**src/rtl/fir_stream_fifo.sv**
```systemverilog
// -----------------------------------------------------------------------------
// fir_stream_fifo
//   AXI-Stream output buffer that sits directly after the FIR core's sm_* master
//   port. It decouples FIR output timing from a slow or stalling sink.
//   The storage is a register-based first-word-fall-through FIFO. Each entry
//   keeps its tlast bit. The block also reports occupancy, counts the beats of
//   the frame currently leaving, and pulses frame_done once a frame's last beat
//   has left.
//
// Ports
//   axis_clk    in   clock for all logic
//   axis_rst_n  in   asynchronous active-low reset
//   clear       in   synchronous flush (highest priority), drops all contents
//   s_tvalid    in   upstream beat valid        (FIR sm_tvalid)
//   s_tdata     in   upstream data              (FIR sm_tdata)
//   s_tlast     in   upstream last              (FIR sm_tlast)
//   s_tready    out  space available            (to FIR sm_tready)
//   m_tvalid    out  downstream beat valid
//   m_tdata     out  downstream data (head of FIFO)
//   m_tlast     out  downstream last (head of FIFO)
//   m_tready    in   downstream accepts
//   level       out  entries currently held, 0..pDEPTH
//   beat_cnt    out  output beats of the current frame (saturating)
//   frame_done  out  1-cycle pulse in the cycle after a tlast beat leaves
//
// Handshake: a beat moves on an interface only on a clock edge where both valid
// and ready are high. push = s_tvalid & s_tready, pop = m_tvalid & m_tready.
// A valid beat never changes or drops while it waits for ready.
// s_tready depends only on registers. It has no combinational path from
// m_tready, so a full FIFO refuses a push even in a cycle where it pops.
// -----------------------------------------------------------------------------
module fir_stream_fifo #(
  parameter int pDATA_WIDTH = 32,
  parameter int pDEPTH      = 8,
  parameter int pLVL_WIDTH  = 4
) (
  input  logic                   axis_clk,
  input  logic                   axis_rst_n,
  input  logic                   clear,
  input  logic                   s_tvalid,
  input  logic [pDATA_WIDTH-1:0] s_tdata,
  input  logic                   s_tlast,
  output logic                   s_tready,
  output logic                   m_tvalid,
  output logic [pDATA_WIDTH-1:0] m_tdata,
  output logic                   m_tlast,
  input  logic                   m_tready,
  output logic [pLVL_WIDTH-1:0]  level,
  output logic [31:0]            beat_cnt,
  output logic                   frame_done
);

  localparam int AW = $clog2(pDEPTH);

  // Pointers carry one extra wrap bit. This tells full and empty apart.
  logic [AW:0]            r_wptr;
  logic [AW:0]            r_rptr;
  logic [pDATA_WIDTH-1:0] r_mem_data [pDEPTH];
  logic [pDEPTH-1:0]      r_mem_last;
  logic                   r_first;      // next pop starts a new frame
  logic [31:0]            r_beat_cnt;
  logic                   r_frame_done;

  logic                   w_empty;
  logic                   w_full;
  logic                   w_push;
  logic                   w_pop;
  logic [AW:0]            w_level;
  logic [AW-1:0]          w_widx;
  logic [AW-1:0]          w_ridx;

  assign w_widx  = r_wptr[AW-1:0];
  assign w_ridx  = r_rptr[AW-1:0];
  assign w_empty = (r_wptr == r_rptr);
  assign w_full  = (r_wptr[AW] != r_rptr[AW]) && (w_widx == w_ridx);
  assign w_push  = s_tvalid & ~w_full;
  assign w_pop   = ~w_empty & m_tready;
  assign w_level = r_wptr - r_rptr;

  assign s_tready   = ~w_full;
  assign m_tvalid   = ~w_empty;
  assign m_tdata    = r_mem_data[w_ridx];
  assign m_tlast    = r_mem_last[w_ridx];
  assign level      = pLVL_WIDTH'(w_level);
  assign beat_cnt   = r_beat_cnt;
  assign frame_done = r_frame_done;

  // Storage. Entries are cleared on reset, so the head reads 0 while in reset.
  always_ff @(posedge axis_clk or negedge axis_rst_n) begin
    if (!axis_rst_n) begin
      for (int i = 0; i < pDEPTH; i++) begin
        r_mem_data[i] <= '0;
      end
      r_mem_last <= '0;
    end else if (!clear && w_push) begin
      r_mem_data[w_widx] <= s_tdata;
      r_mem_last[w_widx] <= s_tlast;
    end
  end

  // Pointers, frame beat counter and frame_done pulse.
  always_ff @(posedge axis_clk or negedge axis_rst_n) begin
    if (!axis_rst_n) begin
      r_wptr       <= '0;
      r_rptr       <= '0;
      r_first      <= 1'b1;
      r_beat_cnt   <= '0;
      r_frame_done <= 1'b0;
    end else if (clear) begin
      r_wptr       <= '0;
      r_rptr       <= '0;
      r_first      <= 1'b1;
      r_beat_cnt   <= '0;
      r_frame_done <= 1'b0;
    end else begin
      if (w_push) begin
        r_wptr <= r_wptr + 1'b1;
      end
      if (w_pop) begin
        r_rptr  <= r_rptr + 1'b1;
        r_first <= m_tlast;
        if (r_first) begin
          r_beat_cnt <= 32'd1;
        end else if (r_beat_cnt != 32'hFFFF_FFFF) begin
          r_beat_cnt <= r_beat_cnt + 32'd1;
        end
      end
      r_frame_done <= w_pop & m_tlast;
    end
  end

endmodule
```
**config.mk**
```make
export PLATFORM = sky130hd
export DESIGN_NAME = fir_stream_fifo
export DESIGN_NICKNAME = d
export VERILOG_FILES = /design/src/rtl/fir_stream_fifo.sv
export SDC_FILE = /design/constraint.sdc
export NUM_CORES = 1
export LEC_CHECK = 0
export BUFFER_PORTS_ARGS = -buffer_cell sky130_fd_sc_hd__buf_4
export CORE_ASPECT_RATIO = 2
export CORE_MARGIN = 5
export CORE_UTILIZATION = 60
export CTS_CLUSTER_DIAMETER = 120
export DETAILED_ROUTE_END_ITERATION = 8
export PLACE_DENSITY = 0.8
export SYNTH_ARGS = -nofsm -noshare
export SYNTH_HDL_FRONTEND = slang
export SYNTH_SLANG_ARGS = --single-unit
```
**constraint.sdc**
```tcl
create_clock -name axis_clk -period 3.65 [get_ports axis_clk]
set_input_delay 0.1825 -clock axis_clk [delete_from_list [all_inputs] [get_ports axis_clk]]
set_output_delay 0.1825 -clock axis_clk [all_outputs]
set_load 0.1 [all_outputs]
```
==> After elaboration in Yosys (flattened, before gate mapping) <==
Index checks and enable logic that the tools add are counted.
{ "totals": {"regBits": 306, "out_inout_bits": 72} }
{ "op_classes": {"add_sub_neg": 4, "reduce_logical": 9, "bitwise_logic": 7, "mux": 22, "order_cmp": 6, "eq_ne": 4} }
{ "ops": {"columns": ["cell", "count"], "rows": [
  ["$bwmux W256", 1],
  ["$mux W32", 7],
  ["$bmux W32 S3", 1],
  ["$demux W32 S3", 1],
  ["$add A32 B1 Y32 const B", 1],
  ["$ne A32 B32 Y1 const B", 1],
  ["$mux W4", 4],
  ["$add A4 B1 Y4 const B", 2],
  ["$bwmux W8", 1],
  ["$ge A4 B4 Y1 const B", 2],
  ["$lt A3 B4 Y1 const B", 2],
  ["$not A3 Y4", 2],
  ["$mux W1", 5],
  ["$eq A4 B4 Y1", 1],
  ["$logic_and A1 B1 Y1", 4],
  ["$lt A4 B1 Y1 const B", 1],
  ["$reduce_bool A2 Y1", 2],
  ["$sub A4 B4 Y4", 1],
  ["$and A1 B1 Y1", 3],
  ["$bmux W1 S3", 1],
  ["$demux W1 S3", 1],
  ["$eq A3 B3 Y1", 1],
  ["$ge A3 B1 Y1 const B", 1],
  ["$reduce_bool A3 Y1", 1],
  ["other kinds (4)", 5]
]} }

==> Longest topological paths before layout <==
{ "depth": {"depth_word": 6, "depth_mapped": 13} }

==> Least setup slack after synthesis <==
Ideal clock, no wire load.
{ "synth_path": {"path_type": "reg-to-output", "startpoint": "register r_rptr[1]", "endpoint": "output port level[3]", "t_arrival_ns": 3.344, "n_path_buf": 3, "slack_ns": 0.123, "path_stages_with_launch": 9, "cell_sequence": "dfrtp_1 clkbuf_1 clkbuf_1 clkbuf_1 inv_1 ha_1 a21o_1 a21oi_1 xnor2_1"} }
{ "synth_between": {"elab_chain_len": 1} }
{ "synth_lines": {"columns": ["item", "line_no", "rtl"], "rows": [
  ["start, declared", "57", "logic [AW:0] r_rptr;"],
  ["start signal, assigned", "120", "r_rptr <= r_rptr + 1'b1;"],
  ["$sub A4 B4 Y4", "78", "assign w_level = r_wptr - r_rptr;"],
  ["end, declared", "48", "output logic [pLVL_WIDTH-1:0] level,"]
]} }
Every way passes these cells.

==> Final worst setup path <==
{ "layout_path": {"startpoint": "register r_rptr[0]", "endpoint": "output port m_tlast"} }
{ "layout_between": {"elab_chain_len": 2} }
{ "layout_lines": {"columns": ["item", "line_no", "rtl"], "rows": [
  ["$bmux W1 S3", "83", "assign m_tlast = r_mem_last[w_ridx];"],
  ["$mux W1 (not written as such)", "83", null],
  ["end, declared", "46", "output logic m_tlast,"]
]} }
Every way passes these cells. The select of a mux whose other input is x is not followed.

==> impl_metrics.py <==
metrics = {
    "route": {
        "wl_per_cell_um": 22.05,
        "vias": 9248,
        "vias_per_cell": 6.283,
        "drt-initial-drc-count": 716,
        "drtPass1Iterations": 5,
        "totalWireLength_um": 32460,
        "ant_nets": 0,
        "drc": 0,
    },
    "worst_setup_path": {
        "reg2reg_slack_ns": 0.56,
        "r2r_start": "r_rptr[0]$_DFFE_PN0P_",
        "worst_setup_path_start_kind": "flip-flop",
        "rr_worst_depth": 7,
        "crit_arrival_ns": 3.05,
        "reg2reg_to": "r_mem_data[215]$_DFFE_PN0P_",
        "crit_start": "r_rptr[0]$_DFFE_PN0P_",
        "worstPathRequired_ns": 3.47,
        "worstSetupPathType": "flip-flop to primary output",
        "path_max_fanout": 39,
        "worstSetupEndpointType": "primary output",
    },
    "place": {
        "gp_congestion": 0.9019,
        "place.port_buffers": 109,
        "post-dp-hpwl_um": 19990,
    },
    "global_routing": {
        "antenna_found_initial": 0,
        "grt_overflow": 0,
        "grt_pass1_vias": 10020,
        "grt_pass1_wl_um": 53740,
        "grt_max_degree": 102,
        "grtUsageTotal_pct": 24.41,
    },
    "pwr": {
        "p_leak_uw": 0.007819,
        "intPower_uw": 6710,
        "irDropWorstVdd_uv": 454.7,
        "combPwrFrac_pct": 32.0,
        "power_frac_seq_pct": 39.8,
        "swShare_pct": 35.68,
        "power.switching_uw": 3723,
        "clockPowerShare_pct": 28.2,
        "power_density_nw_per_um2": 624.8,
    },
    "logic_synthesis": {
        "synth_cell_types": 58,
        "synthTopCellsByArea": "dfrtp_1 53%, mux2_2 20%, mux4_2 10%, nand2_1 3.2%, buf_2 0.87%",
        "syn-cell-area_um2": 14330,
        "yosysTopAreaCell": "dfrtp_1",
        "yosysTopAreaCellShare_pct": 53.25,
        "synthArstFlopShare_pct": 100.0,
        "ys.warnings.count": 0,
        "synthCells": 1033,
        "ys_seq_area_share_pct": 53.44,
        "synth_edf_count": 0,
        "synth_nets": 1078,
        "synth_ff_type": "dfrtp_1",
        "synth.avg_cell_area_um2": 13.87,
        "ys_seq_elements": 306,
    },
    "min_path": {
        "hp-class": "primary input to flip-flop",
        "hold_path_depth": 4,
        "hp-start": "m_tready",
        "holdPathEnd": "frame_done$_DFF_PN0_",
    },
    "clock_network": {
        "clockBufferDepth": 3,
        "cts_made_buffers": 26,
        "path_clk_slew_ns": 0.07,
        "clock_sinks": 306,
        "cts_tree": "done",
        "cts-root-buf": "clkbuf_16",
        "cts_resized": 0,
        "htree_num_levels": 1,
        "clk_latency_ns": 0.55,
    },
    "sta": {
        "setup_viol": 0,
        "worst_pin_slew_ns": 1.082,
        "relSlewSlack_pct": 27.61,
        "hold_viol": 0,
        "fin_skew_ns": 0.02676,
        "tns_ns": 0,
        "min_period_ns": 3.230,
        "final.period_utilization_pct": 88.51,
        "clock.fmax_ghz": 0.3096,
        "rsz0062_at_grt": "no",
        "finalMaxSlewViolations": 0,
    },
    "final_layout": {
        "final_common_cell": "dfrtp_1",
        "antennaDiodeCount": 0,
        "layout_common_cells": "303 x dfrtp_1, 258 x mux2_2, 130 x buf_4",
        "final_util_pct": 70.38,
        "num-nets-final": 1210,
        "area.growth.synth_to_final_pct": 16.50,
        "drive_gt1_share_pct": 43.97,
    },
    "floorplan": {
        "die_x_um": 119.3,
        "rows": 80,
        "floorplan.die_area_um2": 27270,
        "core-area_um2": 23720,
        "initial_utilization_pct": 60.42,
        "io_pins": 110,
        "die_height_um": 228.6,
    },
    "outcome": {
        "outcome": "completed",
    },
    "run": {
        "cap_violations": 0,
    },
}
-- registers in the layout (all words and copies together) (netlist names) --
register / count
r_wptr: 4
r_mem_data: 256
r_mem_last: 8
frame_done: 1
beat_cnt: 32
r_rptr: 4
r_first: 1
-- final cells by class --
type	instances	area, um^2
clock buffer	37	773.2
sequential	306	7664
fill	1575	7025
tap	287	359.1
inverter	11	41.29
clock inverter	11	142.6
multi-input combinational	650	6306
timing repair buffer	170	1411
-- cells by family after synthesis --
logic type	share of synthesized area, %
mux	31.33
flops	53.44
simple gates	7.097
compound gates	4.033
buf+inv	2.776
xor+xnor	0.6635
fa+ha+maj	0.6635
-- synthesized netlist by cell type (all sizes together), types with 2 or more instances --
master / number
a211o: 2
a211oi: 2
a21boi: 2
a21o: 3
a21oi: 19
a31o: 2
a31oi: 17
a41oi: 7
and2: 2
and3: 9
and4: 3
buf: 42
clkbuf: 24
dfrtp: 305
ha: 6
inv: 11
mux2: 265
mux2i: 2
mux4: 66
nand2: 121
nand2b: 3
nand3: 13
nand3b: 2
nand4: 15
nor2: 17
nor3: 11
nor4: 6
o21a: 5
o21ai: 13
o31ai: 11
or3: 5
xnor2: 6
xor2: 4
-- worst max path at each step --
| stage | to |
|---|---|
| 5_1_grt | m_tlast |
| 6_report | m_tlast |
| 4_1_cts | m_tlast |
| 3_3_place_gp | r_mem_data[219]$_DFFE_PN0P_ |
| 2_1_floorplan | level[3] |
| 3_5_place_dp | r_mem_data[192]$_DFFE_PN0P_ |
-- stage by stage --
step	area (um^2)	hold slack (ns)	setup slack, ns	cells	total power, uW
final	16700	0.08777	0.4195	1472	10430
after CTS	16700	0.05605	0.3243	1472	10520
after global placement	15420	0.2729	0.6010	1388	7433
after floorplan	14330	-0.1131	0.1231	1033	6723
after detailed placement	15420	0.2841	0.5815	1388	7527
after global routing	16700	0.09228	0.1840	1472	10850
-- power by group through the flow --
stage | registers [uW] | clock network [uW] | logic [uW]
4_1_cts | 4150 | 3000 | 3370
6_report | 4150 | 2940 | 3340
3_3_place_gp | 4170 | 0 | 3270
3_5_place_dp | 4200 | 0 | 3320
5_1_grt | 4200 | 3140 | 3510
2_1_floorplan | 4120 | 0 | 2600
-- routing by layer --
| metal | global-route usage [%] | vias up | part of all wire, % |
|---|---|---|---|
| met5 | 0 | - | 0 |
| met2 | 44.50 | 251 | 55 |
| met3 | 2.997 | 65 | 4.6 |
| met4 | 6.928 | 0 | 2.3 |
| li1 | - | 4068 | - |
| met1 | 30.36 | 4864 | 38 |
-- critical path, stage by stage (launching register included) --
cell,delay (ns)
dfrtp_4,0.57
buf_4,0.69
mux4_2,0.61
mux2i_1,0.31
inv_1,0.08
buf_4,0.24
-- timing repair --
action,in CTS,in global routing
hold endpoints to repair,370,0
buffers inserted,0,0
hold buffers,36,0
Note: power is estimated with default switching activity, not from simulation.
